## src/rtl/usbeps_tx_pkg.sv

```systemverilog
// Shared widths, descriptor field offsets, FSM state codes and timestamp helpers
// for the USB TX burst scheduler.
package usbeps_tx_pkg;

   localparam int DATA_BITS         = 3;
   localparam int TX_TIMESTAMP_BITS = 49;
   localparam int TX_RAM_ADDR_WIDTH = 17;
   localparam int TX_SAMPLES_WIDTH  = 16;
   localparam int RAM_CHECK_BIT     = 8;
   localparam int FIFO_ADDR_BITS    = 3;
   localparam int FIFO_DEPTH        = 2 ** FIFO_ADDR_BITS;

   localparam int WORD_W            = TX_RAM_ADDR_WIDTH - DATA_BITS;
   localparam int PTR_W             = WORD_W + 1;
   localparam int TS_W              = TX_TIMESTAMP_BITS - 1;
   localparam int CNT_W             = FIFO_ADDR_BITS + 1;
   localparam int OUT_ADDR_W        = TX_RAM_ADDR_WIDTH - RAM_CHECK_BIT + 1;
   localparam int STAT_W            = 48;
   localparam int TX_FE_DESCR_WIDTH = TX_TIMESTAMP_BITS + TX_SAMPLES_WIDTH + WORD_W;

   // Descriptor layout, LSB first: {nots, ts, samples, words_m1}
   localparam int FE_BYTES_OFF      = 0;
   localparam int FE_SAMPLES_OFF    = FE_BYTES_OFF + WORD_W;
   localparam int FE_TS_OFF         = FE_SAMPLES_OFF + TX_SAMPLES_WIDTH;
   localparam int FE_NOTS_OFF       = FE_TS_OFF + TS_W;

   typedef logic [2:0] state_t;
   localparam state_t IDLE  = 3'd0;
   localparam state_t CHECK = 3'd1;
   localparam state_t WAIT  = 3'd2;
   localparam state_t ISSUE = 3'd3;
   localparam state_t PLAY  = 3'd4;
   localparam state_t DROP  = 3'd5;

   function automatic logic ts_due(input logic [TS_W-1:0] diff);
      return diff[TS_W-1] | (diff == {TS_W{1'b0}});
   endfunction

   // One cycle past (diff == -1) still counts as on time.
   function automatic logic ts_late(input logic [TS_W-1:0] diff);
      return diff[TS_W-1] & (diff != {TS_W{1'b1}});
   endfunction

   function automatic logic [15:0] sat_inc16(input logic [15:0] v);
      return (v == 16'hFFFF) ? v : v + 16'd1;
   endfunction

endpackage

```

## src/rtl/usbeps_tx_burst_sched_if.sv

```systemverilog
// Descriptor stream (deframer -> scheduler) and read-command/done handshake
// (scheduler <-> fetcher). The master modport is the scheduler's view.
interface usbeps_tx_burst_sched_if;
   import usbeps_tx_pkg::*;

   logic                         s_burst_valid;
   logic                         s_burst_ready;
   logic [TX_FE_DESCR_WIDTH-1:0] s_burst_data;
   logic                         s_burst_busy;
   logic                         rd_cmd_valid;
   logic                         rd_cmd_ready;
   logic [WORD_W-1:0]            rd_cmd_addr;
   logic [WORD_W-1:0]            rd_cmd_words;
   logic [TX_SAMPLES_WIDTH-1:0]  rd_cmd_samples;
   logic                         rd_done;

   modport master (
      input  s_burst_valid, s_burst_data, rd_cmd_ready, rd_done,
      output s_burst_ready, s_burst_busy, rd_cmd_valid, rd_cmd_addr,
             rd_cmd_words, rd_cmd_samples
   );

   modport slave (
      output s_burst_valid, s_burst_data, rd_cmd_ready, rd_done,
      input  s_burst_ready, s_burst_busy, rd_cmd_valid, rd_cmd_addr,
             rd_cmd_words, rd_cmd_samples
   );

endinterface

```

## src/rtl/usbeps_desc_fifo.sv

```systemverilog
// Synchronous first-word-fall-through FIFO for burst descriptors; DEPTH must
// be a power of two. Push when full and pop when empty are ignored.
module usbeps_desc_fifo #(
   parameter int DEPTH = 8,
   parameter int WIDTH = 8
) (
   input  logic                     clk,
   input  logic                     rst,
   input  logic                     push,
   input  logic [WIDTH-1:0]         din,
   input  logic                     pop,
   output logic [WIDTH-1:0]         dout,
   output logic                     empty,
   output logic                     full,
   output logic [$clog2(DEPTH):0]   count
);

   localparam int AW = $clog2(DEPTH);

   logic [WIDTH-1:0] mem_r [DEPTH];
   logic [AW-1:0]    wr_ptr_r;
   logic [AW-1:0]    rd_ptr_r;
   logic [AW:0]      cnt_r;
   logic             push_s;
   logic             pop_s;

   assign push_s = push & ~full;
   assign pop_s  = pop & ~empty;
   assign empty  = (cnt_r == {(AW+1){1'b0}});
   assign full   = (cnt_r == (AW+1)'(DEPTH));
   assign count  = cnt_r;
   assign dout   = mem_r[rd_ptr_r];

   // Descriptor storage; contents need no reset since the count gates reads.
   always_ff @(posedge clk) begin
      if (push_s) begin
         mem_r[wr_ptr_r] <= din;
      end
   end

   // Pointers and occupancy.
   always_ff @(posedge clk) begin
      if (rst) begin
         wr_ptr_r <= {AW{1'b0}};
         rd_ptr_r <= {AW{1'b0}};
         cnt_r    <= {(AW+1){1'b0}};
      end else begin
         if (push_s) begin
            wr_ptr_r <= wr_ptr_r + AW'(1);
         end
         if (pop_s) begin
            rd_ptr_r <= rd_ptr_r + AW'(1);
         end
         case ({push_s, pop_s})
            2'b10:   cnt_r <= cnt_r + (AW+1)'(1);
            2'b01:   cnt_r <= cnt_r - (AW+1)'(1);
            default: cnt_r <= cnt_r;
         endcase
      end
   end

endmodule

```

## src/rtl/usbeps_tx_burst_sched.sv

```systemverilog
// Timed playback scheduler: holds queued bursts until their timestamp is due,
// issues one fetch command each and retires them into the TX RAM read pointer.
// Optional feature macro: USBEPS_TX_SCHED_LATE_DROP_EN (drop late bursts).
module usbeps_tx_burst_sched
   import usbeps_tx_pkg::*;
(
   input  logic                      clk,
   input  logic                      rst,
   input  logic                      enable,
   input  logic [TS_W-1:0]           cur_time,
   usbeps_tx_burst_sched_if.master   bus,
   output logic [OUT_ADDR_W-1:0]     out_rd_addr,
   output logic [STAT_W-1:0]         stat
);

   state_t                      state_r;
   state_t                      next_state_s;
   logic [TS_W-1:0]             diff_s;
   logic [TS_W-1:0]             diff_r;
   logic [PTR_W-1:0]            rd_ptr_r;
   logic [15:0]                 played_r;
   logic [15:0]                 late_cnt_r;
   logic                        rd_cmd_valid_r;
   logic [WORD_W-1:0]           rd_cmd_addr_r;
   logic [WORD_W-1:0]           rd_cmd_words_r;
   logic [TX_SAMPLES_WIDTH-1:0] rd_cmd_samples_r;
   logic                        busy_r;

   logic [TX_FE_DESCR_WIDTH-1:0] fifo_dout_s;
   logic                         fifo_empty_s;
   logic                         fifo_full_s;
   logic [CNT_W-1:0]             fifo_cnt_s;
   logic [CNT_W-1:0]             cnt_nxt_s;
   logic                         push_s;
   logic                         pop_s;
   logic                         adv_s;
   logic [WORD_W-1:0]            adv_words_s;
   logic                         played_inc_s;
   logic                         late_inc_s;
   logic                         load_cmd_s;

   logic                         head_nots_s;
   logic [TS_W-1:0]              head_ts_s;
   logic [TX_SAMPLES_WIDTH-1:0]  head_samples_s;
   logic [WORD_W-1:0]            head_words_s;

   assign push_s = bus.s_burst_valid & ~fifo_full_s;

   usbeps_desc_fifo #(
      .DEPTH (FIFO_DEPTH),
      .WIDTH (TX_FE_DESCR_WIDTH)
   ) u_fifo (
      .clk   (clk),
      .rst   (rst),
      .push  (push_s),
      .din   (bus.s_burst_data),
      .pop   (pop_s),
      .dout  (fifo_dout_s),
      .empty (fifo_empty_s),
      .full  (fifo_full_s),
      .count (fifo_cnt_s)
   );

   assign head_words_s   = fifo_dout_s[FE_BYTES_OFF +: WORD_W];
   assign head_samples_s = fifo_dout_s[FE_SAMPLES_OFF +: TX_SAMPLES_WIDTH];
   assign head_ts_s      = fifo_dout_s[FE_TS_OFF +: TS_W];
   assign head_nots_s    = fifo_dout_s[FE_NOTS_OFF];

   // Modular over the timestamp width so a wrapped cur_time reads as "past".
   assign diff_s = head_ts_s - cur_time;

   // State register.
   always_ff @(posedge clk) begin
      if (rst) begin
         state_r <= IDLE;
      end else begin
         state_r <= next_state_s;
      end
   end

   // Next-state logic; CHECK decides on the difference captured while in IDLE.
   always_comb begin
      next_state_s = state_r;
      case (state_r)
         IDLE: begin
            if (!fifo_empty_s && enable) next_state_s = CHECK;
            else                         next_state_s = IDLE;
         end
         CHECK: begin
            if (head_nots_s)              next_state_s = ISSUE;
`ifdef USBEPS_TX_SCHED_LATE_DROP_EN
            else if (ts_late(diff_r))     next_state_s = DROP;
`endif
            else if (ts_due(diff_r))      next_state_s = ISSUE;
            else                          next_state_s = WAIT;
         end
         WAIT: begin
            if (enable && ts_due(diff_s)) next_state_s = ISSUE;
            else                          next_state_s = WAIT;
         end
         ISSUE: begin
            if (bus.rd_cmd_ready) next_state_s = PLAY;
            else                  next_state_s = ISSUE;
         end
         PLAY: begin
            if (bus.rd_done) next_state_s = IDLE;
            else             next_state_s = PLAY;
         end
`ifdef USBEPS_TX_SCHED_LATE_DROP_EN
         DROP:    next_state_s = IDLE;
`endif
         default: next_state_s = IDLE;
      endcase
   end

   // Per-state datapath controls.
   always_comb begin
      pop_s        = 1'b0;
      adv_s        = 1'b0;
      adv_words_s  = rd_cmd_words_r;
      played_inc_s = 1'b0;
      late_inc_s   = 1'b0;
      load_cmd_s   = (next_state_s == ISSUE) && (state_r != ISSUE);
      case (state_r)
         ISSUE: pop_s = bus.rd_cmd_ready;
         PLAY: begin
            adv_s        = bus.rd_done;
            played_inc_s = bus.rd_done;
         end
`ifdef USBEPS_TX_SCHED_LATE_DROP_EN
         DROP: begin
            pop_s       = 1'b1;
            adv_s       = 1'b1;
            adv_words_s = head_words_s;
            late_inc_s  = 1'b1;
         end
`endif
         default: pop_s = 1'b0;
      endcase
   end

   // Occupancy after this cycle, so busy lines up with the FIFO count.
   always_comb begin
      case ({push_s, pop_s})
         2'b10:   cnt_nxt_s = fifo_cnt_s + CNT_W'(1);
         2'b01:   cnt_nxt_s = fifo_cnt_s - CNT_W'(1);
         default: cnt_nxt_s = fifo_cnt_s;
      endcase
   end

   // Command outputs, read pointer, counters and busy flag.
   always_ff @(posedge clk) begin
      if (rst) begin
         diff_r           <= {TS_W{1'b0}};
         rd_ptr_r         <= {PTR_W{1'b0}};
         played_r         <= 16'd0;
         late_cnt_r       <= 16'd0;
         rd_cmd_valid_r   <= 1'b0;
         rd_cmd_addr_r    <= {WORD_W{1'b0}};
         rd_cmd_words_r   <= {WORD_W{1'b0}};
         rd_cmd_samples_r <= {TX_SAMPLES_WIDTH{1'b0}};
         busy_r           <= 1'b0;
      end else begin
         diff_r         <= diff_s;
         rd_cmd_valid_r <= (next_state_s == ISSUE);
         busy_r         <= (cnt_nxt_s >= CNT_W'(FIFO_DEPTH - 1));
         if (load_cmd_s) begin
            rd_cmd_addr_r    <= rd_ptr_r[WORD_W-1:0];
            rd_cmd_words_r   <= head_words_s;
            rd_cmd_samples_r <= head_samples_s;
         end
         if (adv_s) begin
            rd_ptr_r <= rd_ptr_r + PTR_W'(adv_words_s) + PTR_W'(1);
         end
         if (played_inc_s) begin
            played_r <= sat_inc16(played_r);
         end
         if (late_inc_s) begin
            late_cnt_r <= sat_inc16(late_cnt_r);
         end
      end
   end

   assign bus.s_burst_ready  = ~fifo_full_s;
   assign bus.s_burst_busy   = busy_r;
   assign bus.rd_cmd_valid   = rd_cmd_valid_r;
   assign bus.rd_cmd_addr    = rd_cmd_addr_r;
   assign bus.rd_cmd_words   = rd_cmd_words_r;
   assign bus.rd_cmd_samples = rd_cmd_samples_r;

   assign out_rd_addr = rd_ptr_r[PTR_W-1 : RAM_CHECK_BIT-DATA_BITS];
   assign stat        = {late_cnt_r, played_r, {(8-CNT_W){1'b0}}, fifo_cnt_s,
                         5'b00000, state_r};

endmodule

```

## src/flat_wrapper.sv

```systemverilog
// flat-port wrapper written by rule: the top's interface ports become plain ports
module usbeps_tx_burst_sched_flat import usbeps_tx_pkg::*;
  (clk, rst, enable, cur_time, out_rd_addr, stat, bus_s_burst_valid, bus_s_burst_data, bus_rd_cmd_ready, bus_rd_done, bus_s_burst_ready, bus_s_burst_busy, bus_rd_cmd_valid, bus_rd_cmd_addr, bus_rd_cmd_words, bus_rd_cmd_samples);
  usbeps_tx_burst_sched_if bus_i ();
  input  logic clk;
  input  logic rst;
  input  logic enable;
  input  logic [TS_W-1:0] cur_time;
  output logic [OUT_ADDR_W-1:0] out_rd_addr;
  output logic [STAT_W-1:0] stat;
  input wire logic [$bits(bus_i.s_burst_valid)-1:0] bus_s_burst_valid;
  input wire logic [$bits(bus_i.s_burst_data)-1:0] bus_s_burst_data;
  input wire logic [$bits(bus_i.rd_cmd_ready)-1:0] bus_rd_cmd_ready;
  input wire logic [$bits(bus_i.rd_done)-1:0] bus_rd_done;
  output wire logic [$bits(bus_i.s_burst_ready)-1:0] bus_s_burst_ready;
  output wire logic [$bits(bus_i.s_burst_busy)-1:0] bus_s_burst_busy;
  output wire logic [$bits(bus_i.rd_cmd_valid)-1:0] bus_rd_cmd_valid;
  output wire logic [$bits(bus_i.rd_cmd_addr)-1:0] bus_rd_cmd_addr;
  output wire logic [$bits(bus_i.rd_cmd_words)-1:0] bus_rd_cmd_words;
  output wire logic [$bits(bus_i.rd_cmd_samples)-1:0] bus_rd_cmd_samples;
  assign bus_i.s_burst_valid = bus_s_burst_valid;
  assign bus_i.s_burst_data = bus_s_burst_data;
  assign bus_i.rd_cmd_ready = bus_rd_cmd_ready;
  assign bus_i.rd_done = bus_rd_done;
  assign bus_s_burst_ready = bus_i.s_burst_ready;
  assign bus_s_burst_busy = bus_i.s_burst_busy;
  assign bus_rd_cmd_valid = bus_i.rd_cmd_valid;
  assign bus_rd_cmd_addr = bus_i.rd_cmd_addr;
  assign bus_rd_cmd_words = bus_i.rd_cmd_words;
  assign bus_rd_cmd_samples = bus_i.rd_cmd_samples;
  usbeps_tx_burst_sched u_core (.clk(clk), .rst(rst), .enable(enable), .cur_time(cur_time), .bus(bus_i), .out_rd_addr(out_rd_addr), .stat(stat));
endmodule
```

## config.mk

```make
export PLATFORM = sky130hd
export DESIGN_NAME = usbeps_tx_burst_sched_flat
export DESIGN_NICKNAME = d
export VERILOG_FILES = /design/src/rtl/usbeps_tx_pkg.sv /design/src/rtl/usbeps_tx_burst_sched_if.sv /design/src/rtl/usbeps_desc_fifo.sv /design/src/rtl/usbeps_tx_burst_sched.sv /design/src/flat_wrapper.sv
export SDC_FILE = /design/constraint.sdc
export NUM_CORES = 1
export LEC_CHECK = 0
export ABC_AREA = 0
export CAP_MARGIN = 10
export CORE_ASPECT_RATIO = 0.6
export CORE_UTILIZATION = 55
export CTS_BUF_LIST = sky130_fd_sc_hd__clkbuf_2 sky130_fd_sc_hd__clkbuf_4 sky130_fd_sc_hd__clkbuf_8
export DETAILED_ROUTE_END_ITERATION = 8
export PLACE_DENSITY = 0.87
export SETUP_SLACK_MARGIN = 0.1
export SYNTH_ARGS = -nofsm -noshare
export SYNTH_HDL_FRONTEND = slang
export SYNTH_SLANG_ARGS = --single-unit
```

## constraint.sdc

```tcl
create_clock -name clk -period 10.6 [get_ports clk]
set_input_delay 2.12 -clock clk [delete_from_list [all_inputs] [get_ports clk]]
set_output_delay 2.12 -clock clk [all_outputs]
set_load 0.02 [all_outputs]
```

==> key figures, run 1 <==
STA
  – Total Negative Setup Slacks: 0 ns
  – Minimum clock period: roughly 7.2 ns
  – Worst slew margin: just under 30%
  – Worst slew pin tran: 1.07 ns
  – Slew Viols, Final: 0
  – Clock skew: 0.0329 ns
  – RSZ-0062 raised after global routing: false
  – Fmax: between 0.1 and 0.15 GHz
  – Endpoints failing hold: 0
  – Fin crit share: 67.5%
  – Final setup vio count: 0

Drt
  – Mean routed wirelength per cell: approximately 25 um
  – Router iterations before antenna repair: 6
  – Vias per cell: between 6 and 7
  – Total wire length: 79,800 um
  – Via count: around 20,000
  – DRT antenna net count: 0
  – DRC Markers: 0
  – Iteration-0 DRC Markers: roughly 2,400

Run
  – Max cap viols: 0

Die
  – IO Pins: around 240
  – Die Span X: 320 um
  – Die Ht: around 190 um
  – Initial Util: between 50% and 60%
  – Placeable Area: between 0.05 and 0.06 mm2
  – Die area: 0.0616 mm2
  – Rows: 69

Pwr
  – Leakage: roughly 13 nW
  – Maximum vdd drop: approximately 110 uV
  – Sw power: approximately 0.0016 W
  – Sw frac: 25.0%
  – Comb pwr share: about 11%
  – Pwr dens: about 170 mW/mm2
  – Flop pwr share: between 50% and 60%
  – Clk pwr share: a little over a third
  – Cell-internal power: just under 0.005 W

Critical path
  – Crit path kind: flop to flop
  – Setup crit start kind: flop
  – Critical path arrival: between 7 and 8 ns
  – CP max FO: between 40 and 50
  – CP Data Required Time: roughly 11 ns
  – Worst Setup End Kind: flop

Clock network
  – Total CTS buffers: about 110
  – Clock Root Buffer: clkbuf_8
  – Postcts setup bufs: 0
  – CTS tree: yes
  – CTS Hold Buffers Added: 0
  – Clk slew on worst S/H paths: about 0.070 ns
  – Clock latency on the worst-skew pair: 0.74 ns
  – Max clock buf depth: 3
  – Post-CTS sizing: 0
  – Max H-tree Level: 3
  – Clock sink count: between 700 and 800

Finish
  – Final net count: 2,580
  – Area of the multi-input gates: ~0.011 mm2
  – Register Area: roughly 0.022 mm2
  – Util after Layout: about 64%
  – Filler instances: around 4,100
  – Area Overhead vs Synth: 15.1%
  – Layout cells sized above 1: between 10% and 20%

Yosys
  – EDFF count, synth: between 600 and 700
  – Asr flop ratio synth: 0%
  – Mapped Avg Cell Area: around 16 um2
  – Mapped Area: about 0.033 mm2
  – Register area share after synthesis: 65.4%
  – Main flop type after synthesis: edfxtp_1
  – Yosys cell types: 94
  – FF+latch count, synth: roughly 770
  – Gate Count Post-Synth: approximately 2,100
  – Yosys warns: 0

Global route
  – Grt ovf: 0
  – Initial antenna violation count: 8
  – First-pass GRT wire length: about 120,000 um
  – Pin count of the biggest net entering global routing: approximately 120
  – Vias in the first global route: roughly 20,000
  – GRT Overall Usage: around 26%

Hold path
  – Hold Path Class: flop to flop

Placed design
  – Final Wtd Congestion: roughly 0.96
  – Final HPWL DP: 49,900 um
  – IO buf count: 212

Status
  – Status: finished, final reports clean
==> cell usage in the layout (no fill, tap or decap), drive strengths merged, types with 45 or more instances in the layout <==
master	count
ha	72
nand2	104
mux4	158
inv	81
clkbuf	154
clkdlybuf4s50	211
a21oi	106
mux2	45
nor2	102
o21ai	108
edfxtp	632
dfxtp	141
==> synthesized netlist by cell type (all sizes together), types with 4 or more instances <==
| master | instances | area share, % |
|---|---|---|
| edfxtp | 632 | 57 |
| mux4 | 158 | 11 |
| dfxtp | 141 | 8.5 |
| o21ai | 108 | 1.7 |
| a21oi | 106 | 1.6 |
| nand2 | 104 | 1.2 |
| nor2 | 102 | 1.2 |
| inv | 75 | 0.84 |
| buf | 74 | 1.5 |
| ha | 72 | 2.7 |
| clkbuf | 67 | 0.75 |
| mux2 | 45 | 1.5 |
| mux2i | 40 | 1.2 |
| nor3 | 32 | 0.51 |
| xor2 | 32 | 0.84 |
| o211a | 31 | 0.93 |
| nand4 | 30 | 0.58 |
| xnor2 | 27 | 0.73 |
| and2 | 24 | 0.46 |
| nor4 | 24 | 0.57 |
| o211ai | 24 | 0.56 |
| a21o | 16 | 0.36 |
| or3 | 15 | 0.28 |
| a211oi | 14 | 0.35 |
| and3 | 12 | 0.23 |
| nand3 | 12 | 0.18 |
| nor2b | 9 | 0.17 |
| o21a | 9 | 0.20 |
| o21bai | 8 | 0.19 |
| and4 | 7 | 0.18 |
| or2 | 7 | 0.13 |
| a31oi | 6 | 0.13 |
| nor3b | 6 | 0.14 |
| a21boi | 5 | 0.15 |
| nand3b | 5 | 0.11 |
| a2111oi | 4 | 0.12 |
| a221o | 4 | 0.12 |
| a221oi | 4 | 0.11 |
| a41o | 4 | 0.12 |
==> metal layers <==
layer	vias to the layer above	track usage [%]	routed length [um]
li1	8835	-	-
met1	10151	38.1	34500
met2	1002	39.1	35800
met3	142	6.27	7810
met4	6	7.12	1630
met5	-	0	39
==> critical path: stages, from the launching register on <==
cell and delay, ns:
dfxtp_4 0.63, buf_4 0.75, mux4_2 0.60, mux2_2 0.31
ha_1 0.42, nand2_1 0.23, or4_1 0.65, a211oi_1 0.32
a211oi_2 0.15, o21ai_2 0.24, a41oi_1 0.19, xor2_1 0.28
nand2_1 0.10, nor4b_1 0.78, a21boi_4 0.34, o21ai_2 0.42
buf_4 0.40, o211a_1 0.19
==> flip-flops by register name, summed over array words and instances, names as in the netlist, 4 cells and up, named ones only <==
signal                     count
u_core.rd_ptr_r               15
u_core.diff_r                 48
u_core.bus.rd_cmd_words       14
u_core.u_fifo.mem_r          632
u_core.bus.rd_cmd_addr        14
u_core.played_r               16
u_core.u_fifo.count            4
u_core.bus.rd_cmd_samples     16
==> cell type report <==
cell class / count / area share [%]
repair buffers: 240 / 6.14
diodes: 7 / 0.0456
multi-input cells: 1176 / 27.8
flip-flops and latches: 773 / 56.8
inverters: 75 / 0.734
well taps: 781 / 2.55
clock inverters: 48 / 0.913
clock buffers: 154 / 4.95
==> logic make-up after synthesis <==
group / Yosys count / share of synthesized area (%)
flip-flops: 773 / 65.4
AND/OR/NAND/NOR: 405 / 6.31
AO/OA/AOI/OAI: 370 / 7.46
multiplexers: 243 / 13.4
buffers and inverters: 216 / 3.06
adder cells (fa/ha/maj): 74 / 2.82
XOR/XNOR: 59 / 1.57
other: 1 / 0.0112
==> power by group through the flow <==
stage | clock network, W | registers [W] | logic [W]
2_1_floorplan | 0 | 0.00352 | 0.000435
3_3_place_gp | 0 | 0.00349 | 0.000701
3_5_place_dp | 0 | 0.00350 | 0.000719
4_1_cts | 0.00242 | 0.00344 | 0.000725
5_1_grt | 0.00255 | 0.00344 | 0.000792
6_report | 0.00238 | 0.00344 | 0.000740
==> worst paths after layout <==
kind | from | end | slack, ns | cells past startpoint
setup reg to reg | flop | u_core.bus.rd_cmd_samples[12] | 3.44 | 17
setup / recovery | flop | u_core.bus.rd_cmd_samples[12] | 3.44 | 17
hold reg to reg | u_core.bus.rd_cmd_addr[4] | u_core.bus.rd_cmd_addr[4] | 0.49 | 2
hold / removal | u_core.bus.rd_cmd_addr[4] | u_core.bus.rd_cmd_addr[4] | 0.49 | 2
==> per-stage QoR <==
stage / total power, W / std cells / worst slack, ns / cell area [um2] / hold slack [ns]
finish: 0.00656 / 3254 / 3.44 / 38400 / 0.489
floorplan: 0.00395 / 2165 / 0.139 / 33400 / 0.447
CTS: 0.00658 / 3247 / 3.53 / 38400 / 0.488
global placement: 0.00419 / 3045 / 3.46 / 36100 / 0.458
detailed placement: 0.00422 / 3045 / 3.33 / 36100 / 0.481
global route: 0.00678 / 3248 / 3.13 / 38400 / 0.507
Note: power is estimated with default switching activity, not from simulation.
==> run 2: changes to the inputs <==
Clock period 10.6 ns to 5.99 ns, I/O delays scaled along.
==> key figures, run 2 (synthesized netlist as in run 1, its figures left out) <==
Status
  – Status: finished, final reports clean

Clock network
  – Clock sink count: 773 (unchanged)
  – CTS Hold Buffers Added: 0 (unchanged)
  – Max clock buf depth: 3 (unchanged)
  – Clk slew on worst S/H paths: 0.07 ns (about the same)
  – CTS tree: yes
  – Max H-tree Level: 3 (unchanged)
  – Clock Root Buffer: clkbuf_8
  – Total CTS buffers: 108 (+0.93%)
  – Clock latency on the worst-skew pair: 0.76 ns (+0.02 ns)

Finish
  – Area Overhead vs Synth: 16.5%
  – Largest registers: u_core.u_fifo.mem_r x632, u_core.diff_r x48
  – Filler instances: 4,020 (-1.2%)
  – Commonest non-fill, non-tap cells in the layout: edfxtp_1 (632), clkdlybuf4s50_1 (211), mux4_2 (158)
  – Most common cell after layout, fill and taps aside: edfxtp_1
  – Max reg flops: 632 (unchanged)
  – Final std cells w/o fill: 3,277 (+0.71%)
  – Util after Layout: 65.2% (+0.80 points)
  – Layout cells sized above 1: 19.6% (+0.67 points)
  – Reg with most FFs: u_core.u_fifo.mem_r
  – Final net count: 2,605 (+0.97%)

STA
  – Clock skew: 0.0467 ns (+0.0138 ns)
  – Minimum clock period: 5.63 ns (-1.53 ns)
  – Fmax: 0.178 GHz (+27%)
  – Final setup vio count: 0 (unchanged)
  – Worst slew margin: 19.6% (-9.2 points)
  – Endpoints failing hold: 0 (unchanged)
  – RSZ-0062 raised after global routing: false
  – Worst slew pin tran: 1.20 ns (+0.134 ns)
  – Slew Viols, Final: 0 (unchanged)
  – Fin crit share: 93.9% (+26 points)
  – Min Hold Slack: 0.484 ns (-0.00443 ns)

Drt
  – Total wire length: 79,300 um (-0.58%)
  – Vias per cell: 6.17 (-0.30%)
  – Met1 wire length: 34,600 um (+0.30%)
  – Mean routed wirelength per cell: 24.2 um (-1.3%)
  – Via count: 20,218 (+0.41%)
  – Met2 wire length: 36,400 um (+1.7%)
  – Router iterations before antenna repair: 5 (-1)
  – Top sig layer: met5
  – WL met3: 6530 um (-16%)
  – DRT antenna net count: 0 (unchanged)
  – DRC Markers: 0 (unchanged)
  – Iteration-0 DRC Markers: 2,329 (-2.9%)

Critical path
  – Setup crit start kind: flop
  – Worst R2R Setup Slack: 0.36 ns (-3.08 ns)
  – Crit path kind: flop to flop
  – CP max FO: 45 (+7.1%)
  – Worst Setup End Kind: flop
  – Critical path arrival: 6.28 ns (-1.55 ns)
  – CP Data Required Time: 6.64 ns (-4.63 ns)

Pwr
  – Clk pwr share: 36.9% (+0.6 points)
  – Flop pwr share: 51.7% (-0.7 points)
  – Sw frac: 25.1% (+0.089 points)
  – Sw power: 0.00295 W (+80%)
  – Pwr dens: 303 mW/mm2 (+77%)
  – Maximum vdd drop: 197 uV (+86%)
  – Cell-internal power: 0.00881 W (+79%)
  – Leakage: 13.3 nW (+1.6%)
  – Comb pwr share: 11.4% (about the same)

Global route
  – Pin count of the biggest net entering global routing: 87 (-27%)
  – First-pass GRT wire length: 119,000 um (-0.43%)
  – GRT Overall Usage: 25.7% (-0.25 points)
  – Grt ovf: 0 (unchanged)
  – Initial antenna violation count: 10 (+2)
  – Vias in the first global route: 20,290 (+1.4%)

Hold path
  – Hold Path Class: flop to flop

Die
  – Placeable Area: 0.0596 mm2 (unchanged)
  – Die Ht: 193 um (unchanged)
  – Die Span X: 320 um (unchanged)
  – Die area: 0.0616 mm2 (unchanged)
  – Rows: 69 (unchanged)
  – IO Pins: 238 (unchanged)
  – Initial Util: 56.0% (unchanged)

Placed design
  – Final HPWL DP: 50,400 um (+0.99%)
  – Final Wtd Congestion: 0.958 (-0.51%)
  – Placed cells: 3,068 (+0.76%)
  – IO buf count: 212 (unchanged)

Run
  – Max cap viols: 0 (unchanged)
## run 2: final timing paths
path                                    startpoint                    endpoint  depth (start not counted)
worst max register to register                flop  u_core.bus.rd_cmd_words[2]                         17
worst min-delay path            u_core.rd_ptr_r[4]          u_core.rd_ptr_r[4]                          2
worst min register to register  u_core.rd_ptr_r[4]          u_core.rd_ptr_r[4]                          2
worst max-delay path                          flop  u_core.bus.rd_cmd_words[2]                         17
## run 2: worst max-delay path, stage by stage (launching register included)
cell and delay, ns:
dfxtp_4 0.38, buf_12 0.32, mux4_2 0.56, mux2_2 0.29, ha_1 0.50, nand4_1 0.20
or4_1 0.61, a211oi_1 0.31, a211oi_2 0.15, o21ai_2 0.25, a41oi_1 0.18, xor2_1 0.31
nand3_1 0.13, or4_4 0.46, nor3_4 0.21, buf_12 0.27, o21ai_0 0.20, o211a_1 0.17
## run 2: cell type report
type	instances	area [um2]	area share (%)
Timing Repair Buffer	264	2770	7.14
Tap cell	781	977	2.52
Inverter	75	282	0.725
Clock inverter	54	500	1.29
Sequential cell	773	21800	56.1
Multi-Input combinational cell	1176	10700	27.5
Antenna cell	7	17.5	0.0451
Clock buffer	147	1790	4.61
## run 2: metrics by stage
step / area (um2) / TNS, ns / total power [W] / worst slack, ns
after global placement: 36500 / 0 / 0.00744 / 0.280
after global routing: 38800 / 0 / 0.0122 / 0.107
after floorplan: 33400 / -790.07 / 0.00699 / -2.19
after CTS: 38800 / 0 / 0.0118 / 0.163
final: 38800 / 0 / 0.0118 / 0.362
after detailed placement: 36500 / 0 / 0.00749 / 0.0880
## run 2: per-layer routing
metal  vias up  global-route usage, %
li1       8865                      -
met1     10243                   37.0
met2       956                   39.9
met3       150                   5.62
met4         4                   7.03
met5         -                      0
## run 2: repair_timing
item / in CTS / in global routing
buffers inserted: 0 / 1
endpoints found under the setup margin: 0 / 44
gates resized for setup: 0 / 1
## run 2: power groups by stage
stage                     clock, W  sequential [W]  combinational (W)
final                      0.00434         0.00608            0.00134
after global routing       0.00464         0.00609            0.00143
after CTS                  0.00442         0.00608            0.00131
after detailed placement         0         0.00619            0.00130
after global placement           0         0.00618            0.00126
after floorplan                  0         0.00622           0.000771
